File: src/rtl/cnt_updown.sv
// Parametrised synchronous up/down counter with enable, prescaler, clear, load and terminal-count pulse.
// Define CNT_SAT_EN for saturating mode (hold at the bounds); default build wraps.
module cnt_updown #(
  parameter int WIDTH    = 4,
  parameter int MAX      = 2**WIDTH-1,
  parameter int PRESCALE = 1
) (
  input  logic             clk,
  input  logic             rstb,
  input  logic             en,
  input  logic             up,
  input  logic             clr,
  input  logic             load,
  input  logic [WIDTH-1:0] load_val,
  output logic [WIDTH-1:0] out,
  output logic             tc
);

  localparam int              PW       = (PRESCALE > 1) ? $clog2(PRESCALE) : 1;
  localparam logic [WIDTH-1:0] MAX_V    = WIDTH'(MAX);
  localparam logic [PW-1:0]    PRE_LAST = PW'(PRESCALE - 1);

  logic [PW-1:0]    pre;
  logic [PW-1:0]    pre_nxt;
  logic [WIDTH-1:0] out_nxt;
  logic             tc_nxt;
  logic             step;
  logic             at_bound;

  assign step     = en && (pre == PRE_LAST);
  // The bound that matters depends on the direction sampled on this step edge.
  assign at_bound = up ? (out == MAX_V) : (out == '0);

  always_comb begin
    // NOTE: every output of this block gets a default first so no path can infer a latch.
    out_nxt = out;
    pre_nxt = pre;
    tc_nxt  = 1'b0;
    if (clr) begin
      out_nxt = '0;
      pre_nxt = '0;
    end else if (load) begin
      out_nxt = (load_val > MAX_V) ? MAX_V : load_val;
      pre_nxt = '0;
    end else if (step) begin
      pre_nxt = '0;
      tc_nxt  = at_bound;
`ifdef CNT_SAT_EN
      if (!at_bound) out_nxt = up ? out + 1'b1 : out - 1'b1;
`else
      if (at_bound) out_nxt = up ? '0 : MAX_V;
      else          out_nxt = up ? out + 1'b1 : out - 1'b1;
`endif
    end else if (en) begin
      pre_nxt = pre + 1'b1;
    end
  end

  always_ff @(posedge clk) begin
    // NOTE: state registers use non-blocking assignments so all flops update together at the edge.
    if (!rstb) begin
      out <= '0;
      pre <= '0;
      tc  <= 1'b0;
    end else begin
      out <= out_nxt;
      pre <= pre_nxt;
      tc  <= tc_nxt;
    end
  end

endmodule
File: config.mk
export PLATFORM = sky130hd
export DESIGN_NAME = cnt_updown
export DESIGN_NICKNAME = d
export VERILOG_FILES = /design/src/rtl/cnt_updown.sv
export SDC_FILE = /design/constraint.sdc
export NUM_CORES = 1
export LEC_CHECK = 0
export CORE_AREA = 2 2 39 41
export DETAILED_ROUTE_END_ITERATION = 10
export DIE_AREA = 0 0 41 43
export GPL_ROUTABILITY_DRIVEN = 0
export PLACE_DENSITY = 0.62
export SYNTH_ARGS = -nofsm -noshare
export SYNTH_HDL_FRONTEND = slang
export SYNTH_SLANG_ARGS = --single-unit
File: constraint.sdc
create_clock -name clk -period 4.6 [get_ports clk]
set_clock_uncertainty 0.15 [all_clocks]
set_input_delay 0.92 -clock clk [delete_from_list [all_inputs] [get_ports clk]]
set_output_delay 0.92 -clock clk [all_outputs]
set_load 0.02 [all_outputs]
# Word-level counts from Yosys, hierarchy flattened
# Cells that the tools add are included.
[word_totals]
regBits = 6
in_bits = 10
output_inout_bits = 5
[op_classes]
n_addsub = 3
magnitude_cmp = 1
eq_ne = 1
n_mux = 7
bitwise = 3
n_reduce_logical = 6
[op_table]
columns = ["operator", "n"]
rows = [
  ["$mux 4", 6],
  ["$reduce_or 4->1", 2],
  ["$add 4x1->4 const B", 1],
  ["$eq 4x4->1 const B", 1],
  ["$gt 4x4->1 const B", 1],
  ["$logic_not 4->1", 1],
  ["$sub 4x1->4 const B", 1],
  ["$not 1->1", 3],
  ["$reduce_bool 2->1", 1],
  ["$reduce_or 2->1", 1],
  ["$add 1x1->1 const B", 1],
  ["$logic_and 1x1->1", 1],
  ["$mux 1", 1],
]

# Depth between registers and ports, before layout
[depth]
word_depth = 5
mapped_depth = 6
depth_no_buf = 6

# Worst setup path after synthesis
# Ideal clock, no wire load.
[synth_timing]
path_kind = "input to register"
start = "input up"
end = "register out[2]"
setup_time_ns = 0.103
t_arrival_ns = 1.944
slack_ns = 2.402
stages = 5
n_path_buf = 0
cell_sequence = "inv_1 -> fa_1 -> xor2_1 -> nand2_1 -> a2111oi_2"
[synth_via]
elab_chain_cells = 4
word_cells_on_any_way = 6
classes_between = "mux: 6"
[synth_lines]
columns = ["item", "line", "rtl"]
rows = [
  ["from (decl)", "11", "input logic up,"],
  ["$mux 4 (tied with other cells)", "52", "else out_nxt = up ? out + 1'b1 : out - 1'b1;"],
  ["$mux 4 *", "51", "if (at_bound) out_nxt = up ? '0 : MAX_V;"],
  ["$mux 4 *", "45", "end else if (step) begin"],
  ["$mux 4 *", "42", "end else if (load) begin"],
  ["to (signal assigned)", "66", "out <= out_nxt;"],
  ["to (decl)", "15", "output logic [WIDTH-1:0] out,"],
]
# Mark *: on every way between the ends. The rest lies on a longest branch, timed or not. The select of a mux whose other input is x is not followed.
# A chain may end at the register's enable or synchronous reset.

# Final worst setup path
# Same ends and word-level chain as after synthesis.

==> metrics.md <==
| Metric | Value |
|---|---|
| Switch Pwr | 0.00004424 W |
| Initial antenna violation count | 0 |
| Num rows | 14 |
| H-tree levels | 1 |
| Final slew viol count | 0 |
| Post-synthesis cell area | 430.4 sq um |
| Total CTS buffers | 3 |
| Post-CTS Resized | 0 |
| EDFF count, synth | 0 |
| Reg clk slew, reported paths | 50 ps |
| Area grow syn2layout | 39.83% |
| Core Footprint | 0.001384 sq mm |
| Most frequent cell after synthesis | dfxtp_1 |
| Remaining DRCs | 0 |
| Clock Power Share | 0.333 |
| Share of layout cells above drive strength 1 | 0.2000 |
| Peak supply drop | 0.1010 mV |
| Drt first pass iters | 4 |
| Clock tree from TritonCTS | yes |
| R2R Path Start | out[0]$_SDFFE_PP0P_ |
| Leak pwr | 0.2413 nW |
| Final setup fails | 0 |
| Critical path launch point type | primary input |
| Die height | 43 um |
| Hold slack | 333.3 ps |
| Clock Tree Root | clkbuf_4 |
| Dominant cells by area after synthesis | dfxtp_1 (28%), a2111oi_2 (10%), ha_1 (5.8%) |
| Crit path launch | up |
| Syn Inst Count | 44 |
| Largest area contributor in the netlist | dfxtp_1 |
| RSZ-0062 raised after global routing | no |
| Share of flip-flops with an asynchronous set or reset | 0 |
| Worst Setup End Kind | register |
| Critical path type | primary input to register |
| Clock buffer depth | 2 |
| Tot GR Track Use | 0.1135 |
| Die area | 0.001763 sq mm |
| Logic pwr share | 0.280 |
| First-pass GRT wire length | 1304 um |
| Antenna Cells | 0 |
| Final wirelength | 821 um |
| I/O Pins | 15 |
| Clock Latency Late Sink | 250 ps |
| Main synth FF type | dfxtp_1 |
| Hold path startpoint | pre$_SDFFE_PP0P_ |
| Crit-path max FO | 4 |
| Post-DRT Antenna Nets | 0 |
| Slew HR | 0.7348 |
| Detailed placer's ending HPWL | 640.4 um |
| Commonest cells post-synth | dfxtp_1 (6), a2111oi_2 (3), inv_1 (3), nand2_1 (3) |
| Die W | 41 um |
| CTS Hold Buffers Added | 0 |
| Setup TNS Final | 0 ps |
| Syn Area/Cell | 9.782 sq um |
| Max-Cap Viols | 0 |
| Register bit total from synthesis | 6 |
| Sw Share | 0.2918 |
| Worst Tran Pin Value | 396.6 ps |
| Synth unique cells | 27 |
| Largest net degree at the start of global routing | 11 |
| Sequential share of power | 0.387 |
| Status | complete, no violations |
| WL per Instance | 10.80 um |
| Clock sinks | 6 |
| DR iter-0 viols | 6 |
| Post-Syn Nets | 57 |
| PortBufs | 14 |
| Pwr Total | 0.0001516 W |
| Final min period | 2601 ps |
| Seq/Total Area, Yosys | 0.2791 |
| Vias after detailed routing | 363 |
| Nets | 75 |
| F_max | 0.3844 GHz |
| Vias in the first global route | 315 |
| GRT Residual Overflow | 0 |
| Pwr dens | 251.9 mW/mm^2 |
| Initial core utilization | 0.3110 |
| Postcts setup bufs | 0 |
| Required time worst endpoint | 4600 ps |
| Vias per std cell | 4.776 |
| Hold WC Path Type | register to register |
| Final hold viol count | 0 |
| CP Data Arrival Time | 2600 ps |
| Internal power | 0.0001074 W |
| Fin crit share | 0.5655 |
| Synth warn | 0 |
| Share of Yosys cell area claimed by the top area cell type | 0.2791 |
## worst max-delay path: stages
cell	delay, ps
clkdlybuf4s50_1	530
inv_1	110
fa_1	440
xor2_1	160
nand2_1	80
a2111oi_2	350
## sequential cells by signal, summed over array words and instances, names as in the netlist
name and count:
tc 1, out 4, pre 1
## power by group through the flow
stage          Combinational [W]  Sequential (W)  Clock (W)
2_1_floorplan          0.0000242       0.0000621          0
3_3_place_gp           0.0000422       0.0000598          0
3_5_place_dp           0.0000425       0.0000599          0
4_1_cts                0.0000428       0.0000588  0.0000536
5_1_grt                0.0000471       0.0000592  0.0000534
6_report               0.0000424       0.0000587  0.0000505
## cell families after synthesis
family	share of synthesized area
and+or+nand+nor	0.2936
AOI/OAI and AO/OA	0.1657
DFF	0.2791
xor gates and xnor gates	0.08141
buffers and inverters	0.05232
adders and majority gates	0.1046
muxes	0.02326
## cell usage in the layout, fill, tap and decap left out
| master | n |
|---|---|
| clkdlybuf4s50_1 | 14 |
| dfxtp_1 | 6 |
| inv_1 | 3 |
| nand2_1 | 3 |
| a2111oi_2 | 3 |
| clkbuf_4 | 3 |
| nor2_1 | 2 |
| nor2b_1 | 2 |
| xor2_1 | 2 |
| xnor2_1 | 2 |
| nor3_1 | 2 |
| ha_1 | 2 |
| nand2b_2 | 1 |
| nand2b_1 | 1 |
| a211oi_1 | 1 |
| or4_4 | 1 |
| nor2_4 | 1 |
| nor3_2 | 1 |
| a21o_1 | 1 |
| a21oi_1 | 1 |
| and3_2 | 1 |
| nand3_1 | 1 |
| o22ai_1 | 1 |
| nor4b_1 | 1 |
| and2b_1 | 1 |
| and2b_2 | 1 |
| mux2i_1 | 1 |
| fa_1 | 1 |
## through the flow
step	setup slack (ps)	instance area (sq um)	std cells	util
global route	1889	601.8	76	0.4349
floorplan	2402	430.4	44	-
global placement	1780	579.3	73	0.4186
finish	1999	601.8	76	0.4349
CTS	1996	601.8	76	0.4349
detailed placement	1748	579.3	73	0.4186
## layer usage
| layer | up-vias | wire (um) | GRT usage |
|---|---|---|---|
| met3 | 3 | 50 | 0.01571 |
| met4 | 0 | 20 | 0.1000 |
| met5 | - | 0 | 0 |
| met1 | 154 | 404 | 0.1640 |
| li1 | 190 | - | - |
| met2 | 16 | 347 | 0.1375 |
## final cells by class
type                            count  area (sq um)
Clock buffer                        3         22.52
Fill cell                         153         782.0
Inverter                            3         11.26
Multi-Input combinational cell     34         287.8
Sequential cell                     6         120.1
Tap cell                           16         20.02
Timing Repair Buffer               14         140.1
## final timing paths
kind | slack (ps) | to | cells after the start
max | 2000 | out[2]$_SDFFE_PP0P_ | 6
min | 330 | pre$_SDFFE_PP0P_ | 1
max reg2reg | 2940 | out[2]$_SDFFE_PP0P_ | 4
min reg2reg | 330 | pre$_SDFFE_PP0P_ | 1
Note: power is estimated with default switching activity, not from simulation.
